$ cat config.mk
export PLATFORM = sky130hd
export DESIGN_NAME = parity_frame_rx
export DESIGN_NICKNAME = d
export VERILOG_FILES = /design/src/rtl/parity_pkg.sv /design/src/rtl/parity_acc.sv /design/src/rtl/parity_frame_rx.sv
export SDC_FILE = /design/constraint.sdc
export NUM_CORES = 1
export LEC_CHECK = 0
export CAP_MARGIN = 20
export CELL_PAD_IN_SITES_DETAIL_PLACEMENT = 1
export CELL_PAD_IN_SITES_GLOBAL_PLACEMENT = 2
export CORE_UTILIZATION = 36
export DETAILED_ROUTE_END_ITERATION = 8
export PLACE_DENSITY_LB_ADDON = 0.1
export SLEW_MARGIN = 5
export SYNTH_ARGS = -nofsm -noshare
export SYNTH_HDL_FRONTEND = slang
export SYNTH_SLANG_ARGS = --single-unit
$ cat constraint.sdc
create_clock -name clk -period 2.15 [get_ports clk]
set_clock_uncertainty 0.2 [all_clocks]
set_input_delay 0.3225 -clock clk [delete_from_list [all_inputs] [get_ports clk]]
set_output_delay 0.3225 -clock clk [all_outputs]
set_load 0.005 [all_outputs]
$ cat src/rtl/parity_pkg.sv
// rtl/parity_pkg.sv - shared types and line levels for the XOR parity link
// Purpose: receiver FSM state type, serial line levels and the parity check
// helper, shared by the receiver and the matching transmitter.
package parity_pkg;

  typedef enum logic [1:0] {
    IDLE,
    DATA,
    PARITY,
    STOP
  } rx_state_t;

  localparam logic IDLE_LVL  = 1'b1;
  localparam logic START_LVL = 1'b0;
  localparam logic STOP_LVL  = 1'b1;

  // The running XOR over data and parity bit must equal the selected sense.
  function automatic logic par_ok(input logic acc, input logic odd);
    return acc == odd;
  endfunction

endpackage

$ cat src/rtl/parity_acc.sv
// rtl/parity_acc.sv - clocked running-XOR accumulator
// Purpose: accumulates the XOR of serial bits; shared by the receiver and the
// matching transmitter.
// Ports:
//   clk, rst_n  clock and asynchronous active-low reset
//   clr         force the accumulator to 0 (wins over en)
//   en          XOR bit_in into the accumulator
//   bit_in      serial bit
//   acc         current accumulated XOR
module parity_acc (
  input  logic clk,
  input  logic rst_n,
  input  logic clr,
  input  logic en,
  input  logic bit_in,
  output logic acc
);

  always_ff @(posedge clk or negedge rst_n) begin
    if (!rst_n) begin
      acc <= 1'b0;
    end else if (clr) begin
      acc <= 1'b0;
    end else if (en) begin
      acc <= acc ^ bit_in;
    end
  end

endmodule

$ cat src/rtl/parity_frame_rx.sv
// rtl/parity_frame_rx.sv - serial parity frame receiver with valid/ready output
// Purpose: reassembles start / DATA_W data bits (LSB first) / parity / stop
// frames, checks parity and framing, and holds the result in a single-entry
// output register.
// Ports:
//   clk, rst_n              clock and asynchronous active-low reset
//   bit_valid, bit_in       line sample strobe and sample
//   out_data, out_valid     received word and its valid flag
//   out_ready               consumer accepts the presented word
//   parity_err, frame_err   error flags of the presented word
//   overrun                 sticky: a frame was dropped while the output was full
//   busy                    a frame is in progress
module parity_frame_rx
  import parity_pkg::*;
#(
  parameter int DATA_W     = 8,
  parameter bit ODD_PARITY = 1'b0
) (
  input  logic              clk,
  input  logic              rst_n,
  input  logic              bit_valid,
  input  logic              bit_in,
  output logic [DATA_W-1:0] out_data,
  output logic              out_valid,
  input  logic              out_ready,
  output logic              parity_err,
  output logic              frame_err,
  output logic              overrun,
  output logic              busy
);

  localparam int CNT_W = $clog2(DATA_W + 1);
  localparam logic [CNT_W-1:0] LAST_BIT = CNT_W'(DATA_W - 1);

  rx_state_t         state, state_next;
  logic [CNT_W-1:0]  cnt;
  logic [DATA_W-1:0] shift_q;
  logic              acc;
  logic              acc_clr, acc_en, data_en, stop_smp;

  parity_acc u_acc (
    .clk    (clk),
    .rst_n  (rst_n),
    .clr    (acc_clr),
    .en     (acc_en),
    .bit_in (bit_in),
    .acc    (acc)
  );

  always_ff @(posedge clk or negedge rst_n) begin
    if (!rst_n) begin
      state <= IDLE;
    end else begin
      state <= state_next;
    end
  end

  // Every control strobe is qualified by bit_valid so idle cycles hold state.
  always_comb begin
    state_next = state;
    acc_clr    = 1'b0;
    acc_en     = 1'b0;
    data_en    = 1'b0;
    stop_smp   = 1'b0;
    if (bit_valid) begin
      case (state)
        IDLE: begin
          if (bit_in != IDLE_LVL) begin
            state_next = DATA;
            acc_clr    = 1'b1;
          end
        end
        DATA: begin
          data_en = 1'b1;
          acc_en  = 1'b1;
          if (cnt == LAST_BIT) begin
            state_next = PARITY;
          end
        end
        PARITY: begin
          acc_en     = 1'b1;
          state_next = STOP;
        end
        STOP: begin
          stop_smp   = 1'b1;
          state_next = IDLE;
        end
        default: state_next = IDLE;
      endcase
    end
  end

  // Bit counter and positional shift: each data bit lands at index cnt.
  always_ff @(posedge clk or negedge rst_n) begin
    if (!rst_n) begin
      cnt     <= '0;
      shift_q <= '0;
    end else begin
      if (acc_clr) begin
        cnt <= '0;
      end else if (data_en) begin
        cnt <= cnt + 1'b1;
      end
      for (int i = 0; i < DATA_W; i++) begin
        if (data_en && (cnt == i[CNT_W-1:0])) begin
          shift_q[i] <= bit_in;
        end
      end
    end
  end

  // Single-entry output register; a word accepted on the same edge as a new
  // stop sample is replaced without a bubble.
  always_ff @(posedge clk or negedge rst_n) begin
    if (!rst_n) begin
      out_data   <= '0;
      out_valid  <= 1'b0;
      parity_err <= 1'b0;
      frame_err  <= 1'b0;
      overrun    <= 1'b0;
    end else if (stop_smp) begin
      if (!out_valid || out_ready) begin
        out_data   <= shift_q;
        parity_err <= ~par_ok(acc, ODD_PARITY);
        frame_err  <= (bit_in != STOP_LVL);
        out_valid  <= 1'b1;
      end else begin
        overrun <= 1'b1;
      end
    end else if (out_ready) begin
      out_valid <= 1'b0;
    end
  end

  assign busy = (state != IDLE);

endmodule

# ---- After elaboration in Yosys (flattened, before gate mapping)
# Cells that the tools add are included.
dict set report op_classes {
  n_addsub 1
  mul 0
  div 0
  magnitude_cmp 0
  eq_ne 13
  shift 0
  muxes 19
  n_bitwise 3
  n_reduce_logical 21
}
# operator count
set op_table {}
lappend op_table {{$eq A4 B3 Y1 const B} 4}
lappend op_table {{$mux W1} 14}
lappend op_table {{$eq A4 B2 Y1 const B} 2}
lappend op_table {{$logic_and A1 B1 Y1} 8}
lappend op_table {{$mux W4} 2}
lappend op_table {{$pmux W2 S4} 1}
lappend op_table {{$reduce_bool A2 Y1} 4}
lappend op_table {{$reduce_and A2 Y1} 3}
lappend op_table {{$add A4 B1 Y4 const B} 1}
lappend op_table {{$eq A2 B2 Y1 const B} 2}
lappend op_table {{$eq A4 B1 Y1 const B} 1}
lappend op_table {{$logic_not A4 Y1} 1}
lappend op_table {{$mux W2} 2}
lappend op_table {{$ne A2 B2 Y1 const B} 2}
lappend op_table {{$reduce_and A3 Y1} 1}
lappend op_table {{$eq A2 B1 Y1 const B} 1}
lappend op_table {{$logic_not A2 Y1} 1}
lappend op_table {{$ne A2 B1 Y1 const B} 1}
lappend op_table {{$not A1 Y1} 2}
lappend op_table {{$reduce_or A2 Y1} 1}
lappend op_table {{$logic_not A1 Y1} 1}
lappend op_table {{$logic_or A1 B1 Y1} 1}
lappend op_table {{$xor A1 B1 Y1} 1}
dict set report totals {
  reg_bits 27
  latchBits 0
  mem_bits_rw 0
  rom_bits 0
  output_inout_bits 13
  elab_cells 73
  n_memories 0
}

# ---- Longest topological paths before layout
dict set report logic_depth {
  depth_word 6
  depth_mapped 5
}

# ---- Cells and area by module
# A second synthesis with hierarchy kept.
dict set report hier_totals {
  cells_unflattened 101
  hier_area_um2 1263.7
}
# module n_inst cells_each area_per_inst_um2 seq_area_each_um2
set by_module_without_submodules {}
lappend by_module_without_submodules {parity_frame_rx 1 97 1212.4 650.6}
lappend by_module_without_submodules {parity_acc 1 4 51.3 25.0}

# ---- Worst setup path before layout
# No wires, ideal clock.
dict set report synth_timing {
  path_type {register -> register}
  from {reg state[1]}
  to {reg shift_q[7]}
  setup_ps 125
  arrival_ps 1395
  required_time_ps 1825
  setup_slack_ps 430
  stages_incl_launch_ff 6
  period_less_slack_ps 1720
  cell_sequence {dfrtp_1 -> inv_1 -> ha_1 -> nand3_1 -> nor3b_1 -> mux2_2}
}
dict set report synth_via {
  elab_chain_cells 4
}
# element line
set synth_rtl {}
lappend synth_rtl {{start, declared} parity_frame_rx.sv:35} ;# rx_state_t state, state_next;
lappend synth_rtl {{start signal, assigned} parity_frame_rx.sv:54} ;# state <= state_next;
lappend synth_rtl {{$eq A2 B1 Y1} parity_frame_rx.sv:66} ;# case (state)
lappend synth_rtl {{$mux W1} parity_frame_rx.sv:66}
lappend synth_rtl {{$mux W1} parity_frame_rx.sv:65} ;# if (bit_valid) begin
lappend synth_rtl {{$logic_and A1 B1 Y1} parity_frame_rx.sv:105} ;# if (data_en && (cnt == i[CNT_W-1:0])) begin
lappend synth_rtl {{end signal, assigned by index} parity_frame_rx.sv:106} ;# shift_q[i] <= bit_in;
lappend synth_rtl {{end, declared} parity_frame_rx.sv:37} ;# logic [DATA_W-1:0] shift_q;
# Every way passes these cells.
# A chain may end at the register's enable or synchronous reset.

# ---- Worst setup path in the final report
# Ends and elaborated chain as after synthesis.

==> flow_summary.yaml <==
synth:
  yosysMostFrequentCell: "dfrtp_1"
  postSynthCellCount: 103
  synthDistinctLibCells: 28
  async_flop_share_pct: 100.0
  yosysTopAreaCellShare_pct: 52.79
  syn_area_um2: 1280
  synth-seq-cells: 27
  yosys_most_used_dff: "dfrtp_1"
  yosys_warnings: 0
  synth_area_leaders: "dfrtp_1, mux2_2, ha_1"
  synth_edf_count: 0
  ys_seq_area_share_pct: 52.79
  syn-num-nets: 117
  syn_area_per_cell_um2: 12.43
  synth_commonest_cells: "dfrtp_1, mux2_2, nand2_1"
  synth_top_cell_by_area: "dfrtp_1"
floorplanning:
  io_pins: 18
  dieArea_um2: 3798
  die_x_um: 61.63
  rows: 21
  fp.coreArea_um2: 3363
  die_y_um: 61.63
  start_util_pct: 38.06
power_and_ir_drop:
  leakagePower_nw: 0.7232
  max-vdd-ir-drop_uv: 472.8
  power_density_nw_per_um2: 1256
global_route:
  grtUsageTotal_pct: 15.38
  grt_max_degree: 28
  grt.busiest_layer: "met2"
  grt-ovfl-total: 0
  grt_pass1_vias: 878
  antenna_found_initial: 0
  grt_pass1_wl_um: 4215
  grt_use_met3_pct: 2.731
  grtUsageMet1_pct: 21.00
  grt_use_met2_pct: 25.35
critical_path:
  start_kind: "flop"
  critPathArrivalTime_ns: 1.95
  crit_type: "reg2reg"
  critPathMaxFanout: 7
  cp.required_ns: 2.17
  end_kind: "flop"
sta:
  drv_slew: 0
  slew_headroom_pct: 73.58
  worst_slew_pin_slew_ns: 0.3933
  rsz0062_at_grt: "false"
  finalSetupViolCount: 0
  period_minus_slack_ns: 1.928
  hold_viol: 0
  post-route-period-util_pct: 89.67
  setup_tns_ns: 0
  timing.fmax_ghz: 0.5187
placed_design:
  place.gp.congestion: 0.7594
  dp_hpwl_um: 1752
  io_buffers: 17
  dpl_cell_area_um2: 1526
cells_and_area:
  fin_util_pct: 46.80
  area_growth_pct: 22.97
  drive_above_1_share_pct: 24.22
  layout.nets: 143
  design_area_um2: 1574
  n_antenna_cell: 0
clock_tree:
  root_buffer: "clkbuf_4"
  clkLatencyLatePin_ns: 0.31
  clockBufferDepth: 2
  cts_tree: "yes"
  cts_made_buffers: 3
  htreeDepth: 1
  clock_sinks: 27
  ctsHoldBuffers: 0
  clkTransAtPathRegs_ns: 0.14
drt:
  antenna_left: 0
  first_pass_iters: 3
  drt_iter0_drc: 35
  viasPerCell: 4.644
  wl_per_cell_um: 13.67
  num_vias: 808
  drc_errors: 0
  route.final.wire_length_um: 2379
outcome:
  status: "completed"
flow_run:
  max_cap_violations: 0
min_path:
  hp-class: "in2async"
-- final timing paths --
kind	from	endpoint	slack [ns]	depth (start not counted)
worst max-delay path	state[1]	shift_q[7]	0.22	5
worst min-delay path	rst_n	frame_err	0.16	2
worst max register to register	state[1]	shift_q[7]	0.22	5
worst min register to register	overrun	overrun	0.31	1
max in group asynchronous	rst_n	out_data[6]	1.33	2
min in group clk	overrun	overrun	0.31	1
-- placed cells by master, fill, tap and decap left out, drive strengths merged, types with 2 or more instances in the layout --
cell,netlist,routed
nand2,11,11
ha,9,9
o21ai,2,2
dfrtp,27,27
clkbuf,1,3
inv,7,7
buf,2,7
mux2,18,18
nand3,3,3
clkdlybuf4s50,0,16
nor2,4,4
mux2i,3,3
-- power by group --
group / total (mW) / internal, mW / leakage [nW] / switching (mW)
registers: 0.871 / 0.729 / 0.341 / 0.142
logic: 0.893 / 0.529 / 0.365 / 0.364
clock network: 0.214 / 0.0695 / 0.0177 / 0.144
total: 1.98 / 1.33 / 0.723 / 0.649
-- worst max-delay path, cell delays in order (launching register included) --
cell,delay (ns)
dfrtp_1,0.41
inv_1,0.10
ha_1,0.31
nand3_1,0.16
nor3b_1,0.28
mux2_2,0.36
-- stage by stage --
step	cells	power [mW]	setup WS [ns]	hold WS, ns
detailed placement	168	1.758	0.08435	0.2739
global route	174	2.162	0.09709	0.1591
floorplan	103	1.374	0.4301	-0.1731
global placement	168	1.718	0.1205	0.2585
CTS	174	2.013	0.006514	0.1652
finish	174	1.977	0.2221	0.1643
-- registers in the layout (all words and copies together), names as in the netlist --
register,cells
frame_err,1
shift_q,8
parity_err,1
cnt,4
u_acc.acc,1
out_valid,1
overrun,1
out_data,8
state,2
-- what timing repair did --
action,CTS,global route
gates resized for setup,1,1
setup endpoints to repair,1,1
buffers inserted,2,0
-- cell type report --
class / instances / area [um^2]
clock buffers: 3 / 22.52
clock inverters: 1 / 5.005
fillers: 392 / 1789
inverters: 7 / 26.28
multi-input cells: 66 / 561.8
flip-flops and latches: 27 / 675.6
well taps: 46 / 57.56
repair buffers: 24 / 225.2
-- logic make-up after synthesis --
| logic type | after synthesis | synth area share (%) |
|---|---|---|
| xor gates and xnor gates | 2 | 1.369 |
| and+or+nand+nor | 26 | 10.66 |
| AOI/OAI and AO/OA | 8 | 4.692 |
| adders and majority gates | 9 | 8.798 |
| muxes | 21 | 18.18 |
| buffers and inverters | 10 | 3.519 |
| DFF | 27 | 52.79 |
-- metal layers --
metal / routed length [um] / vias to the layer above
met5: 0 / -
met4: 13 / 0
met3: 63 / 2
met2: 1093 / 10
met1: 1208 / 397
li1: - / 399
No activity file was read; power rests on OpenSTA's default activity.
